[config.mk]
export PLATFORM = sky130hd
export DESIGN_NAME = fm_discriminator_flat
export DESIGN_NICKNAME = d
export VERILOG_FILES = /design/src/rtl/fm_demod_pkg.sv /design/src/rtl/fm_discriminator_if.sv /design/src/rtl/fm_disc_history.sv /design/src/rtl/fm_discriminator.sv /design/src/flat_wrapper.sv
export SDC_FILE = /design/constraint.sdc
export NUM_CORES = 2
export LEC_CHECK = 0
export ABC_AREA = 1
export BUFFER_PORTS_ARGS = -buffer_cell sky130_fd_sc_hd__buf_4
export CAP_MARGIN = 20
export CORE_MARGIN = 10
export CORE_UTILIZATION = 50
export DETAILED_ROUTE_END_ITERATION = 8
export PLACE_DENSITY_LB_ADDON = 0.12
export SLEW_MARGIN = 40
export SYNTH_ARGS = -nofsm -noshare
export SYNTH_HDL_FRONTEND = slang
export SYNTH_SLANG_ARGS = --single-unit
[constraint.sdc]
create_clock -name clk -period 5.5 [get_ports clk]
set_clock_uncertainty 0.15 [all_clocks]
set_input_delay 1.1 -clock clk [delete_from_list [all_inputs] [get_ports clk]]
set_output_delay 1.1 -clock clk [all_outputs]
set_load 0.05 [all_outputs]
[src/rtl/fm_demod_pkg.sv]
// fm_demod_pkg: shared widths, limits and saturation helper for the FM demod chain
package fm_demod_pkg;
  localparam int LAG_MAX = 8;
  localparam int SAT_W = 66;
  function automatic int prod_w(input int w);
    return 2 * w;
  endfunction
  function automatic int diff_w(input int w);
    return 2 * w + 1;
  endfunction
  // clamps v to the signed range of a w-bit value; callers keep the low w bits
  function automatic logic signed [SAT_W-1:0] sat_to(input logic signed [SAT_W-1:0] v, input int w);
    logic signed [SAT_W-1:0] hi;
    logic signed [SAT_W-1:0] lo;
    hi = (SAT_W'(1) << (w - 1)) - SAT_W'(1);
    lo = ~hi;
    return v > hi ? hi : v < lo ? lo : v;
  endfunction
endpackage

[src/rtl/fm_discriminator_if.sv]
// fm_disc_if: sample-in / demod-out bundle of the FM discriminator
interface fm_disc_if #(parameter int WIDTH = 16, parameter int OUT_WIDTH = 16);
  logic clear_i;
  logic valid_i;
  logic signed [WIDTH-1:0] real_i;
  logic signed [WIDTH-1:0] imag_i;
  logic valid_o;
  logic signed [OUT_WIDTH-1:0] demod_o;
  logic sat_o;
  modport master(output clear_i, valid_i, real_i, imag_i, input valid_o, demod_o, sat_o);
  modport slave(input clear_i, valid_i, real_i, imag_i, output valid_o, demod_o, sat_o);
endinterface

[src/rtl/fm_disc_history.sv]
// fm_disc_history: valid-gated LAG-deep I/Q delay line with priming counter
module fm_disc_history
  import fm_demod_pkg::*;
#(
  parameter int WIDTH = 16,
  parameter int LAG = 1
) (
  input  logic clk,
  input  logic rst,
  input  logic clear,
  input  logic valid,
  input  logic signed [WIDTH-1:0] re,
  input  logic signed [WIDTH-1:0] im,
  output logic signed [WIDTH-1:0] re_d,
  output logic signed [WIDTH-1:0] im_d,
  output logic primed
);
  localparam int CW = $clog2(LAG_MAX + 1);
  logic signed [WIDTH-1:0] hre [LAG];
  logic signed [WIDTH-1:0] him [LAG];
  logic [CW-1:0] cnt;
  always_ff @(posedge clk) begin
    if (rst || clear) begin
      hre <= '{default: '0};
      him <= '{default: '0};
      cnt <= '0;
    end else if (valid) begin
      hre[0] <= re;
      him[0] <= im;
      for (int i = 1; i < LAG; i++) begin
        hre[i] <= hre[i-1];
        him[i] <= him[i-1];
      end
      cnt <= primed ? cnt : cnt + 1'b1;
    end
  end
  assign primed = cnt == CW'(LAG);
  assign re_d = hre[LAG-1];
  assign im_d = him[LAG-1];
endmodule

[src/rtl/fm_discriminator.sv]
// fm_discriminator: 3-stage Im{x[n]*conj(x[n-LAG])} discriminator, shift and saturate
// FM_DISC_ROUND_EN adds a round-half-up bias before the shift.
module fm_discriminator
  import fm_demod_pkg::*;
#(
  parameter int WIDTH = 16,
  parameter int OUT_WIDTH = 16,
  parameter int LAG = 1,
  parameter int SHIFT = 15
) (
  input logic clk,
  input logic rst,
  fm_disc_if.slave bus
);
  localparam int PW = prod_w(WIDTH);
  localparam int DW = diff_w(WIDTH);
`ifdef FM_DISC_ROUND_EN
  localparam int RND = 1;
`else
  localparam int RND = 0;
`endif
  localparam int RW = DW + RND;
  localparam logic signed [RW-1:0] BIAS = (RND == 1 && SHIFT > 0) ? RW'(1) << (SHIFT > 0 ? SHIFT - 1 : 0) : '0;
  logic signed [WIDTH-1:0] re_d, im_d, s1_a, s1_b, s1_ar, s1_br;
  logic primed, s1_v, s2_v, valid, sat;
  logic signed [PW-1:0] s2_p1, s2_p2;
  logic signed [RW-1:0] sum, shifted;
  logic signed [SAT_W-1:0] wide, clamped;
  logic signed [OUT_WIDTH-1:0] demod;
  fm_disc_history #(.WIDTH(WIDTH), .LAG(LAG)) u_hist (
    .clk(clk), .rst(rst), .clear(bus.clear_i), .valid(bus.valid_i),
    .re(bus.real_i), .im(bus.imag_i), .re_d(re_d), .im_d(im_d), .primed(primed)
  );
  always_comb begin
    sum = RW'(s2_p1) - RW'(s2_p2) + BIAS;
    shifted = sum >>> SHIFT;
    wide = SAT_W'(shifted);
    clamped = sat_to(wide, OUT_WIDTH);
  end
  always_ff @(posedge clk) begin
    if (rst) begin
      s1_v <= 1'b0;
      s2_v <= 1'b0;
      valid <= 1'b0;
      sat <= 1'b0;
      demod <= '0;
      s1_a <= '0;
      s1_b <= '0;
      s1_ar <= '0;
      s1_br <= '0;
      s2_p1 <= '0;
      s2_p2 <= '0;
    end else begin
      s1_v <= bus.valid_i & primed & ~bus.clear_i;
      s2_v <= s1_v & ~bus.clear_i;
      valid <= s2_v & ~bus.clear_i;
      sat <= ~bus.clear_i & (sat | (s2_v & (clamped != wide)));
      if (bus.valid_i) begin
        s1_a <= bus.real_i;
        s1_b <= bus.imag_i;
        s1_ar <= re_d;
        s1_br <= im_d;
      end
      s2_p1 <= PW'(s1_b) * PW'(s1_ar);
      s2_p2 <= PW'(s1_a) * PW'(s1_br);
      if (s2_v && !bus.clear_i) demod <= clamped[OUT_WIDTH-1:0];
    end
  end
  assign bus.valid_o = valid;
  assign bus.demod_o = demod;
  assign bus.sat_o = sat;
endmodule

[src/flat_wrapper.sv]
// flat-port wrapper written by rule: the top's interface ports become plain ports
module fm_discriminator_flat import fm_demod_pkg::*;
#(
  parameter int WIDTH = 16,
  parameter int OUT_WIDTH = 16,
  parameter int LAG = 1,
  parameter int SHIFT = 15
)
  (clk, rst, bus_clear_i, bus_valid_i, bus_real_i, bus_imag_i, bus_valid_o, bus_demod_o, bus_sat_o);
  fm_disc_if #(.WIDTH(WIDTH), .OUT_WIDTH(OUT_WIDTH)) bus_i ();
  input logic clk;
  input logic rst;
  input wire logic [$bits(bus_i.clear_i)-1:0] bus_clear_i;
  input wire logic [$bits(bus_i.valid_i)-1:0] bus_valid_i;
  input wire logic [$bits(bus_i.real_i)-1:0] bus_real_i;
  input wire logic [$bits(bus_i.imag_i)-1:0] bus_imag_i;
  output wire logic [$bits(bus_i.valid_o)-1:0] bus_valid_o;
  output wire logic [$bits(bus_i.demod_o)-1:0] bus_demod_o;
  output wire logic [$bits(bus_i.sat_o)-1:0] bus_sat_o;
  assign bus_i.clear_i = bus_clear_i;
  assign bus_i.valid_i = bus_valid_i;
  assign bus_i.real_i = bus_real_i;
  assign bus_i.imag_i = bus_imag_i;
  assign bus_valid_o = bus_i.valid_o;
  assign bus_demod_o = bus_i.demod_o;
  assign bus_sat_o = bus_i.sat_o;
  fm_discriminator #(.WIDTH(WIDTH), .OUT_WIDTH(OUT_WIDTH), .LAG(LAG), .SHIFT(SHIFT)) u_core (.clk(clk), .rst(rst), .bus(bus_i));
endmodule
==> qor.yml <==
critical_path:
  cp_max_fo: 6
  cp_top_family: "adder cells"
  required_ps: 5720
  arrival_ps: 5870
  max_stage_delay_ps: 530
  critical_path.slowest_cell: "fa_1"
  path_class: "flop to flop"
  crit_buf_inv: 8
  end_kind: "flop"
  cp-start-kind: "flop"
clock_network:
  clkTransAtPathRegs_ps: 80
  cts_made_buffers: 17
  cts_root_buffer: "clkbuf_16"
  cts.sinks: 184
  htree_levels: 4
  tritoncts: "done"
  cts_buffer_depth: 2
  clk_latency_ps: 490
grt:
  grt_usage_pct: 24.6
  grt_pass1_wl_mm: 130
  grt_max_degree: 72
  grt_pass1_vias: 24700
  overflow: 0
  grt_antenna_before_repair: 1
sta:
  worst_pin_slew_ps: 830
  fmax_mhz: 177
  finalWorstSetupSlack_ps: -152
  drv_slew: 0
  rsz0062_at_grt: "yes"
  fin_crit_ps: 5650
  finalHoldViolCount: 0
  finalSetupViolations: 22
  whs_ps: 278
  period_share_pct: 103
  slew_headroom_pct: 44.7
power:
  p_leak_uw: 0.0187
  p_int_uw: 3950
  p_per_area_nw_per_um2: 215
  power_uw: 7500
  power.switching_uw: 3540
  switching_share_pct: 47.3
  seqPwrFrac_pct: 20.9
  ir_worst_vdd_mv: 0.233
  comb_power_share_pct: 62.1
  p_clk_share_pct: 17.0
logic_synthesis:
  syn-cell-area_sq_um: 28200
  synth_cell_types: 46
  synth_fp_nets: 4437
  yosysWarnings: 0
  synth_flop_cell: "dfxtp_1"
  ys_seq_elements: 184
  seq_area_frac_synth_pct: 13.1
  async_flop_share_pct: 0
  synth_cells: 3679
  synth-edff-count: 0
  avgSynthCellArea_sq_um: 7.65
layout:
  final_cell_mix: "inv_1, nand2_1, fa_1"
  final.fill_count: 4899
  fin_nets: 4755
  final_common_cell: "inv_1"
  n_antenna_cell: 0
  syn_to_final_growth_pct: 23.7
  fin_util_pct: 62.8
  layout.cells.non_filler: 4758
  drive_gt1_share_pct: 23.1
route:
  drt-total-wl_mm: 80.1
  first_pass_iters: 5
  wl_per_cell_um: 16.8
  drc: 0
  vias: 23800
  first_iter_violations: 1612
  via_per_inst: 5.00
  drtAntennaViolNets: 0
floorplanning:
  fp-row-count: 86
  initial_core_util_pct: 50.8
  dieArea_sq_um: 66200
  fp.dieH_um: 257
  core_area_sq_um: 55400
  io_pins: 54
  die_x_um: 257
hold_path:
  hold_class: "flop to flop"
placed_design:
  dp_hpwl_mm: 65.4
  gp_congestion: 0.896
  numPortBuffers: 53
  dp.cells: 4620
run_status:
  status: "complete, but fails checks"
  violations: "setup timing"
flow_run:
  cap_violations: 0
[synth_stat cells (all sizes together), types with 2 or more instances]
cell type	number	area, sq um
nand4	16	100
xnor2	17	149
nand3b	3	22.5
a31oi	3	18.8
and2	3	21.3
a21o	11	82.6
nand3	53	270
fa	524	10500
dfxtp	184	3680
o21ai	126	634
a21boi	3	22.5
a21oi	220	1150
o21bai	10	75.1
nor4	3	18.8
nor2	200	761
clkbuf	159	597
buf	6	35.0
nor3	15	85.1
o31ai	2	15.0
inv	976	3660
a211oi	2	15.0
nand2	891	3370
ha	198	2480
o211ai	2	15.0
o311ai	2	17.5
o21a	19	143
xor2	8	70.1
or2	17	106
a221oi	2	17.5
[final timing paths]
kind	from	end	slack, ps	depth (start not counted)
setup / recovery	u_core.s1_br[1]	u_core.s2_p2[21]	-150	25
hold / removal	u_core.s1_v	u_core.s2_v	280	2
setup reg to reg	u_core.s1_br[1]	u_core.s2_p2[21]	-150	25
hold reg to reg	u_core.s1_v	u_core.s2_v	280	2
[flip-flops by register name, indices dropped and copies added, names as in the netlist, 4 cells and up]
name,cells
u_core.bus.demod_o,16
u_core.s1_a,16
u_core.s1_ar,16
u_core.s1_b,16
u_core.s1_br,16
u_core.s2_p1,32
u_core.s2_p2,32
u_core.u_hist.cnt,4
u_core.u_hist.im_d,16
u_core.u_hist.re_d,16
[layer usage]
layer | global-route usage (%) | routed length [um]
met5 | 0 | 13
met4 | 4.10 | 1110
met3 | 3.72 | 4930
met2 | 40.0 | 37300
met1 | 34.6 | 36700
[cell type report]
| cell class | count | area, sq um | share of cell area [%] |
|---|---|---|---|
| Tap cell | 748 | 936 | 2.69 |
| Sequential cell | 184 | 3850 | 11.1 |
| Clock buffer | 17 | 425 | 1.22 |
| Clock inverter | 15 | 158 | 0.453 |
| Inverter | 977 | 3680 | 10.6 |
| Timing Repair Buffer | 464 | 4100 | 11.8 |
| Multi-Input combinational cell | 2353 | 21700 | 62.2 |
[repair_timing]
item,4_1_cts,5_1_grt
buffers inserted,50,55
resized for setup,296,291
hold buffers,0,0
cloned,1,3
pin swaps,103,178
setup endpoints to repair,38,39
[logic make-up after synthesis]
| family | after synthesis | share of synthesized area [%] |
|---|---|---|
| DFF | 184 | 13.1 |
| buffers and inverters | 1142 | 15.3 |
| AOI/OAI and AO/OA | 404 | 7.91 |
| and+or+nand+nor | 1202 | 16.9 |
| xor gates and xnor gates | 25 | 0.778 |
| adders and majority gates | 722 | 46.1 |
[worst reg2reg max path: cells and delay by family (launching register included)]
| family | cells | cell delay (ps) |
|---|---|---|
| AND/OR/NAND/NOR | 4 | 310 |
| AO/OA/AOI/OAI | 6 | 770 |
| adder cells (fa/ha/maj) | 7 | 3290 |
| buffers and inverters | 8 | 590 |
| flip-flops | 1 | 420 |
[per-stage QoR]
stage | area, sq um | TNS (ps) | setup slack (ps)
after CTS | 33400 | -821 | -126
after global placement | 31400 | -8610 | -505
after detailed placement | 31400 | -10860 | -505
after floorplan | 28500 | -24.8 | -24.8
final | 34800 | -1720 | -152
after global routing | 34800 | -8500 | -383
[power groups by stage]
| stage | clock network [uW] | logic, uW | registers (uW) |
|---|---|---|---|
| floorplan | 0 | 2730 | 1510 |
| global placement | 0 | 3960 | 1600 |
| detailed placement | 0 | 3990 | 1600 |
| CTS | 1310 | 4320 | 1560 |
| global route | 1360 | 5200 | 1570 |
| finish | 1280 | 4650 | 1560 |
Power figures use the tool's default switching activity.
